--- src/rtl/query_proto_pkg.sv ---
// Shared definitions for the value-change word protocol: sentinel value,
// transmitter state encoding and frame length helper.
package query_proto_pkg;

    localparam logic [31:0] FRAME_SOF = 32'hFFFF_FFFF;

    typedef enum logic [2:0] {
        IDLE,
        SOF,
        WORD,
        ESC,
        DONE
    } tx_state_t;

    function automatic int unsigned frame_len(input int unsigned dim);
        return dim + 2;
    endfunction

endpackage

--- src/rtl/query_frame_tx.sv ---
// Serialises one query frame (DIM words, k, vertex id) onto a 32-bit
// value-change stream, inserting escape sentinels between equal neighbours.
module query_frame_tx
    import query_proto_pkg::*;
#(
    parameter int DIM         = 4,
    parameter int HOLD_CYCLES = 4
) (
    input  logic                  clk_in,
    input  logic                  rst_in,
    input  logic [DIM-1:0][31:0]  query_in,
    input  logic [15:0]           k_in,
    input  logic [31:0]           vertex_id_in,
    input  logic                  valid_in,
    output logic                  ready_out,
    output logic [31:0]           sig_out,
    output logic                  busy_out,
    output logic                  done_out,
    output logic                  error_out
);

    localparam int unsigned          FLEN      = frame_len(DIM);
    localparam int unsigned          IDX_W     = $clog2(FLEN);
    localparam logic [IDX_W-1:0]     LAST_IDX  = IDX_W'(FLEN - 1);
    localparam logic [IDX_W-1:0]     IDX_ONE   = IDX_W'(1);
    localparam logic [15:0]          HOLD_LAST = 16'(HOLD_CYCLES - 1);

    tx_state_t          state_q, state_d;
    logic [15:0]        hold_q, hold_d;
    logic [IDX_W-1:0]   idx_q, idx_d;
    logic [31:0]        sig_q, sig_d;
    logic               err_q, err_d;
    logic [31:0]        frame_q [FLEN];
    logic [31:0]        frame_d [FLEN];

    logic [DIM-1:0]     q_is_sof;
    logic               frame_bad;
    logic               hold_end;
    logic [IDX_W-1:0]   idx_nxt;

    // A sentinel inside the payload would desynchronise the receiver.
    for (genvar gi = 0; gi < DIM; gi++) begin : g_sof_chk
        assign q_is_sof[gi] = (query_in[gi] == FRAME_SOF);
    end

    assign frame_bad = (|q_is_sof) || (vertex_id_in == FRAME_SOF);
    assign hold_end  = (hold_q == HOLD_LAST);
    assign idx_nxt   = idx_q + IDX_ONE;

    always_comb begin
        state_d = state_q;
        hold_d  = hold_q;
        idx_d   = idx_q;
        sig_d   = sig_q;
        err_d   = 1'b0;
        frame_d = frame_q;

        case (state_q)
            IDLE, DONE: begin
                state_d = IDLE;
                if (valid_in) begin
                    if (frame_bad) begin
                        err_d = 1'b1;
                    end else begin
                        for (int i = 0; i < DIM; i++) begin
                            frame_d[i] = query_in[i];
                        end
                        frame_d[DIM]   = {16'b0, k_in};
                        frame_d[DIM+1] = vertex_id_in;
                        state_d        = SOF;
                        sig_d          = FRAME_SOF;
                        hold_d         = 16'd0;
                        idx_d          = '0;
                    end
                end
            end

            SOF: begin
                if (hold_end) begin
                    hold_d  = 16'd0;
                    idx_d   = '0;
                    state_d = WORD;
                    sig_d   = frame_q[0];
                end else begin
                    hold_d = hold_q + 16'd1;
                end
            end

            WORD: begin
                if (hold_end) begin
                    hold_d = 16'd0;
                    if (idx_q == LAST_IDX) begin
                        state_d = DONE;
                    end else begin
                        idx_d = idx_nxt;
                        // Equal neighbours would be invisible to a change detector.
                        if (frame_q[idx_nxt] == frame_q[idx_q]) begin
                            state_d = ESC;
                            sig_d   = FRAME_SOF;
                        end else begin
                            sig_d = frame_q[idx_nxt];
                        end
                    end
                end else begin
                    hold_d = hold_q + 16'd1;
                end
            end

            ESC: begin
                if (hold_end) begin
                    hold_d  = 16'd0;
                    state_d = WORD;
                    sig_d   = frame_q[idx_q];
                end else begin
                    hold_d = hold_q + 16'd1;
                end
            end

            default: state_d = IDLE;
        endcase
    end

    always_ff @(posedge clk_in or negedge rst_in) begin
        if (!rst_in) begin
            state_q <= IDLE;
            hold_q  <= 16'd0;
            idx_q   <= '0;
            sig_q   <= 32'd0;
            err_q   <= 1'b0;
            for (int i = 0; i < FLEN; i++) begin
                frame_q[i] <= 32'd0;
            end
        end else begin
            state_q <= state_d;
            hold_q  <= hold_d;
            idx_q   <= idx_d;
            sig_q   <= sig_d;
            err_q   <= err_d;
            for (int i = 0; i < FLEN; i++) begin
                frame_q[i] <= frame_d[i];
            end
        end
    end

    assign ready_out = (state_q == IDLE) || (state_q == DONE);
    assign busy_out  = (state_q == SOF) || (state_q == WORD) || (state_q == ESC);
    assign done_out  = (state_q == DONE);
    assign error_out = err_q;
    assign sig_out   = sig_q;

endmodule

--- config.mk ---
export PLATFORM = sky130hd
export DESIGN_NAME = query_frame_tx
export DESIGN_NICKNAME = d
export VERILOG_FILES = /design/src/rtl/query_proto_pkg.sv /design/src/rtl/query_frame_tx.sv
export SDC_FILE = /design/constraint.sdc
export NUM_CORES = 1
export LEC_CHECK = 0
export CORE_ASPECT_RATIO = 1.5
export CORE_UTILIZATION = 30
export CTS_BUF_LIST = sky130_fd_sc_hd__clkbuf_2
export CTS_CLUSTER_DIAMETER = 80
export CTS_CLUSTER_SIZE = 28
export DETAILED_ROUTE_END_ITERATION = 7
export DONT_BUFFER_PORTS = 1
export PLACE_DENSITY = 0.5
export REMOVE_ABC_BUFFERS = 1
export SYNTH_ARGS = -nofsm -noshare
export SYNTH_HDL_FRONTEND = slang
export SYNTH_SLANG_ARGS = --single-unit
export TNS_END_PERCENT = 20
--- constraint.sdc ---
create_clock -name clk_in -period 4.1 [get_ports clk_in]
set_clock_uncertainty 0.2 [all_clocks]
set_input_delay 0.205 -clock clk_in [delete_from_list [all_inputs] [get_ports clk_in]]
set_output_delay 0.205 -clock clk_in [all_outputs]
set_load 0.005 [all_outputs]
==> metrics.md <==
| Metric | Value |
|---|---|
| IO Count | `215` |
| Total wire length | `52.9 mm` |
| Die X | `178 um` |
| Setup TNS | `0 ns` |
| Internal power | `2.62 mW` |
| Final Setup Violations | `0` |
| Synth top area share | `0.416` |
| Leak | `8.60 nW` |
| Tmin final | `3.86 ns` |
| # nets final | `1798` |
| Final Cycle Share | `0.942` |
| Area added between synthesis and finish | `31.9%` |
| Top-count cell post-synth | `dfrtp_1` |
| Seq/Total Area, Yosys | `0.416` |
| Cell Pwr Density | `194 nW/um^2` |
| Seq pwr share | `0.646` |
| Max cap viols | `0` |
| Failing checks | `negative hold slack` |
| Reg-to-reg slack, setup | `0.24 ns` |
| Post-Synth Adder-Cell Area | `0.00270` |
| Min Hold Slack | `-1.41 ns` |
| Placeable Area | `45800 um^2` |
| Die span in y | `266 um` |
| Post-synthesis compound-gate area fraction | `0.121` |
| Main combinational cell family by area after synthesis | `multiplexers` |
| DRC viols | `0` |
| Global route total overflow | `0` |
| Simple-gate area share of the yosys netlist | `0.131` |
| Routability cong. | `0.866` |
| DP Wirelength | `36.5 mm` |
| Port buffer count | `0` |
| Critical path's top delay family | `simple AND/OR/NAND/NOR gates` |
| Clock Latency Late Sink | `1.03 ns` |
| Hold buffers post-CTS | `356` |
| #FFs+latches synth | `231` |
| Logic pwr share | `0.048` |
| Share of cells above drive strength 1 | `0.204` |
| Worst Tran Pin Value | `1.03 ns` |
| Data required time of the worst path | `4.85 ns` |
| Unrepaired setup endpoints after global routing | `false` |
| Row count | `96` |
| Highest Clock Rate | `0.259 GHz` |
| Setup crit end kind | `flip-flop` |
| Htree depth | `1` |
| Root Driver | `clkbuf_2` |
| Stages on worst setup path | `9` |
| Slowest stage cell, crit path | `dfrtp_4` |
| Worst path cell trace | `ha_2, inv_1, or4_1, a221oi_1, o31ai_1, nor4_4, nand4_2, buf_4, o221ai_1` |
| Cell taking the most area after synthesis | `dfrtp_1` |
| GRT Total Usage | `0.224` |
| 1st-pass router iterations | `5` |
| CTS tree | `built` |
| Vias per std cell | `5.51` |
| Largest cells by area after synthesis | `dfrtp_1 42%, mux2_2 15%, mux4_2 7.6%` |
| Sw power | `0.927 mW` |
| Sw Share | `0.261` |
| Post-CTS setup buffer count | `0` |
| Hold WC Path Type | `primary input to async pin` |
| Crit start category | `flip-flop` |
| Worst vdd ir | `0.000377 V` |
| Clock power frac | `0.305` |
| CP Buf/Inv Count | `2` |
| Crit Path Category | `flip-flop to flip-flop` |
| Post-synthesis cell type count | `66` |
| Mux share of post-synthesis cell area | `0.269` |
| Largest net degree at the start of global routing | `232` |
| Syn. warnings | `0` |
| Worst Path Arrival | `4.61 ns` |
| Outcome | `finished, violations left` |
| Slew Limit Fails | `0` |
| Reg2reg start | `idx_q[0]$_DFFE_PN0P_` |
| Clk sinks | `231` |
| Synth Instances | `1295` |
| Post-synth EDFFs | `0` |
| Synth top cells by count | `231 x dfrtp_1, 188 x mux2_2, 113 x nor2_1` |
| Cell area after synthesis | `13900 um^2` |
| Vias | `12.2k` |
| Vias in the first global route | `12.7k` |
| Antenna violations before repair | `4` |
| Avg WL per Cell | `23.9 um` |
| Synth Flop Type | `dfrtp_1` |
| Worst-case reg-to-reg path depth | `9` |
| Clock slew seen by the registers of the worst setup and hold paths | `0.51 ns` |
| Syn avg cell area | `10.7 um^2` |
| Slew headroom | `0.315` |
| CP max stage delay | `0.60 ns` |
| CP Max Fanout | `14` |
| Async S/R FF share, synth | `1.00` |
| Starting Density | `0.304` |
| Initial DRC count | `824` |
| First-pass GRT wire length | `79.4 mm` |
| CTS Buffer Depth | `3` |
| Reg2reg end | `state_q[0]$_DFFE_PN0P_` |
| TritonCTS buffer count | `15` |
| Post-synthesis xor/xnor area fraction | `0.0176` |
| Final Hold Viols | `231` |
| Antenna Nets Post-Route | `0` |
| Die area | `47200 um^2` |
-- cell usage in the layout (no fill, tap or decap), types with 6 or more instances in the layout --
cell	netlist	layout
nand2b_1	17	17
nand3_1	19	19
nand2_1	73	73
a22o_1	7	7
xnor2_1	15	15
a21oi_1	98	98
clkbuf_2	0	15
xor2_1	8	8
a22oi_1	12	12
o22ai_1	8	8
a31oi_4	8	8
dfrtp_1	231	227
dlygate4sd3_1	0	356
and2_1	6	6
nor2_1	113	113
and3_1	12	12
nor3_1	28	27
o211ai_1	12	12
a31oi_1	12	12
inv_1	21	21
mux2_2	188	188
o31ai_1	6	6
o21ai_0	58	58
nor4_1	31	31
buf_4	8	42
nand4_1	48	48
mux4_2	47	47
mux2i_1	57	57
-- registers in the layout, summed over array words and instances, names as in the netlist --
name / count
idx_q: 3
sig_out: 32
hold_q: 16
frame_q: 176
error_out: 1
state_q: 3
-- routing by layer --
layer	GRT usage	part of all wire	vias up
met5	0	0.00064	-
met4	0.0977	0.044	6
met3	0.0336	0.055	106
met2	0.389	0.51	393
met1	0.271	0.39	6220
li1	-	-	5486
-- timing repair --
action,CTS,global route
setup endpoints to repair,0,0
resized for setup,0,0
endpoints found under the hold margin,412,231
-- cell type report --
cell class              count  area, um^2
diodes                      4        10.0
clock buffers              15        75.1
clock inverters            11         116
fillers                  4415       27400
inverters                  21        78.8
multi-input cells         944        7550
flip-flops and latches    231        5790
well taps                 588         736
repair buffers            403        3980
-- how the worst max path moves through the flow --
stage / start / slack (ns) / endpoint
after floorplan: state_q[1]$_DFFE_PN0P_ / -6.26 / sig_out[10]$_DFFE_PN0P_
after global placement: idx_q[0]$_DFFE_PN0P_ / 0.39 / sig_out[0]$_DFFE_PN0P_
after detailed placement: idx_q[0]$_DFFE_PN0P_ / 0.36 / state_q[0]$_DFFE_PN0P_
after CTS: idx_q[0]$_DFFE_PN0P_ / 0.30 / state_q[0]$_DFFE_PN0P_
after global routing: idx_q[0]$_DFFE_PN0P_ / 0.12 / state_q[0]$_DFFE_PN0P_
final: idx_q[0]$_DFFE_PN0P_ / 0.24 / state_q[0]$_DFFE_PN0P_
-- power groups by stage --
stage | combinational, mW | clock (mW) | sequential [mW]
after floorplan | 0.00822 | 0 | 2.32
after global placement | 0.0161 | 0 | 2.32
after detailed placement | 0.0161 | 0 | 2.32
after CTS | 0.172 | 1.13 | 2.29
after global routing | 0.180 | 1.19 | 2.30
final | 0.171 | 1.08 | 2.29
-- stage by stage --
| stage | setup slack, ns | power (mW) | utilization | cells | cell area [um^2] |
|---|---|---|---|---|---|
| final | 0.239 | 3.55 | 0.401 | 2217 | 18300 |
| after global routing | 0.121 | 3.67 | 0.401 | 2217 | 18300 |
| after CTS | 0.295 | 3.59 | 0.400 | 2213 | 18300 |
| after detailed placement | 0.360 | 2.34 | 0.318 | 1831 | 14600 |
| after global placement | 0.388 | 2.34 | 0.318 | 1831 | 14600 |
| after floorplan | -6.26 | 2.33 | - | 1196 | 13400 |
-- cells by family (layout without fill, tap and decap cells) --
family / after synthesis / count (layout)
other: 0 / 4
buffers and inverters: 120 / 450
adder cells (fa/ha/maj): 3 / 3
multiplexers: 292 / 292
XOR/XNOR: 25 / 25
flip-flops: 231 / 231
AND/OR/NAND/NOR: 366 / 366
AO/OA/AOI/OAI: 258 / 258
(Power assumes the default switching activity.)
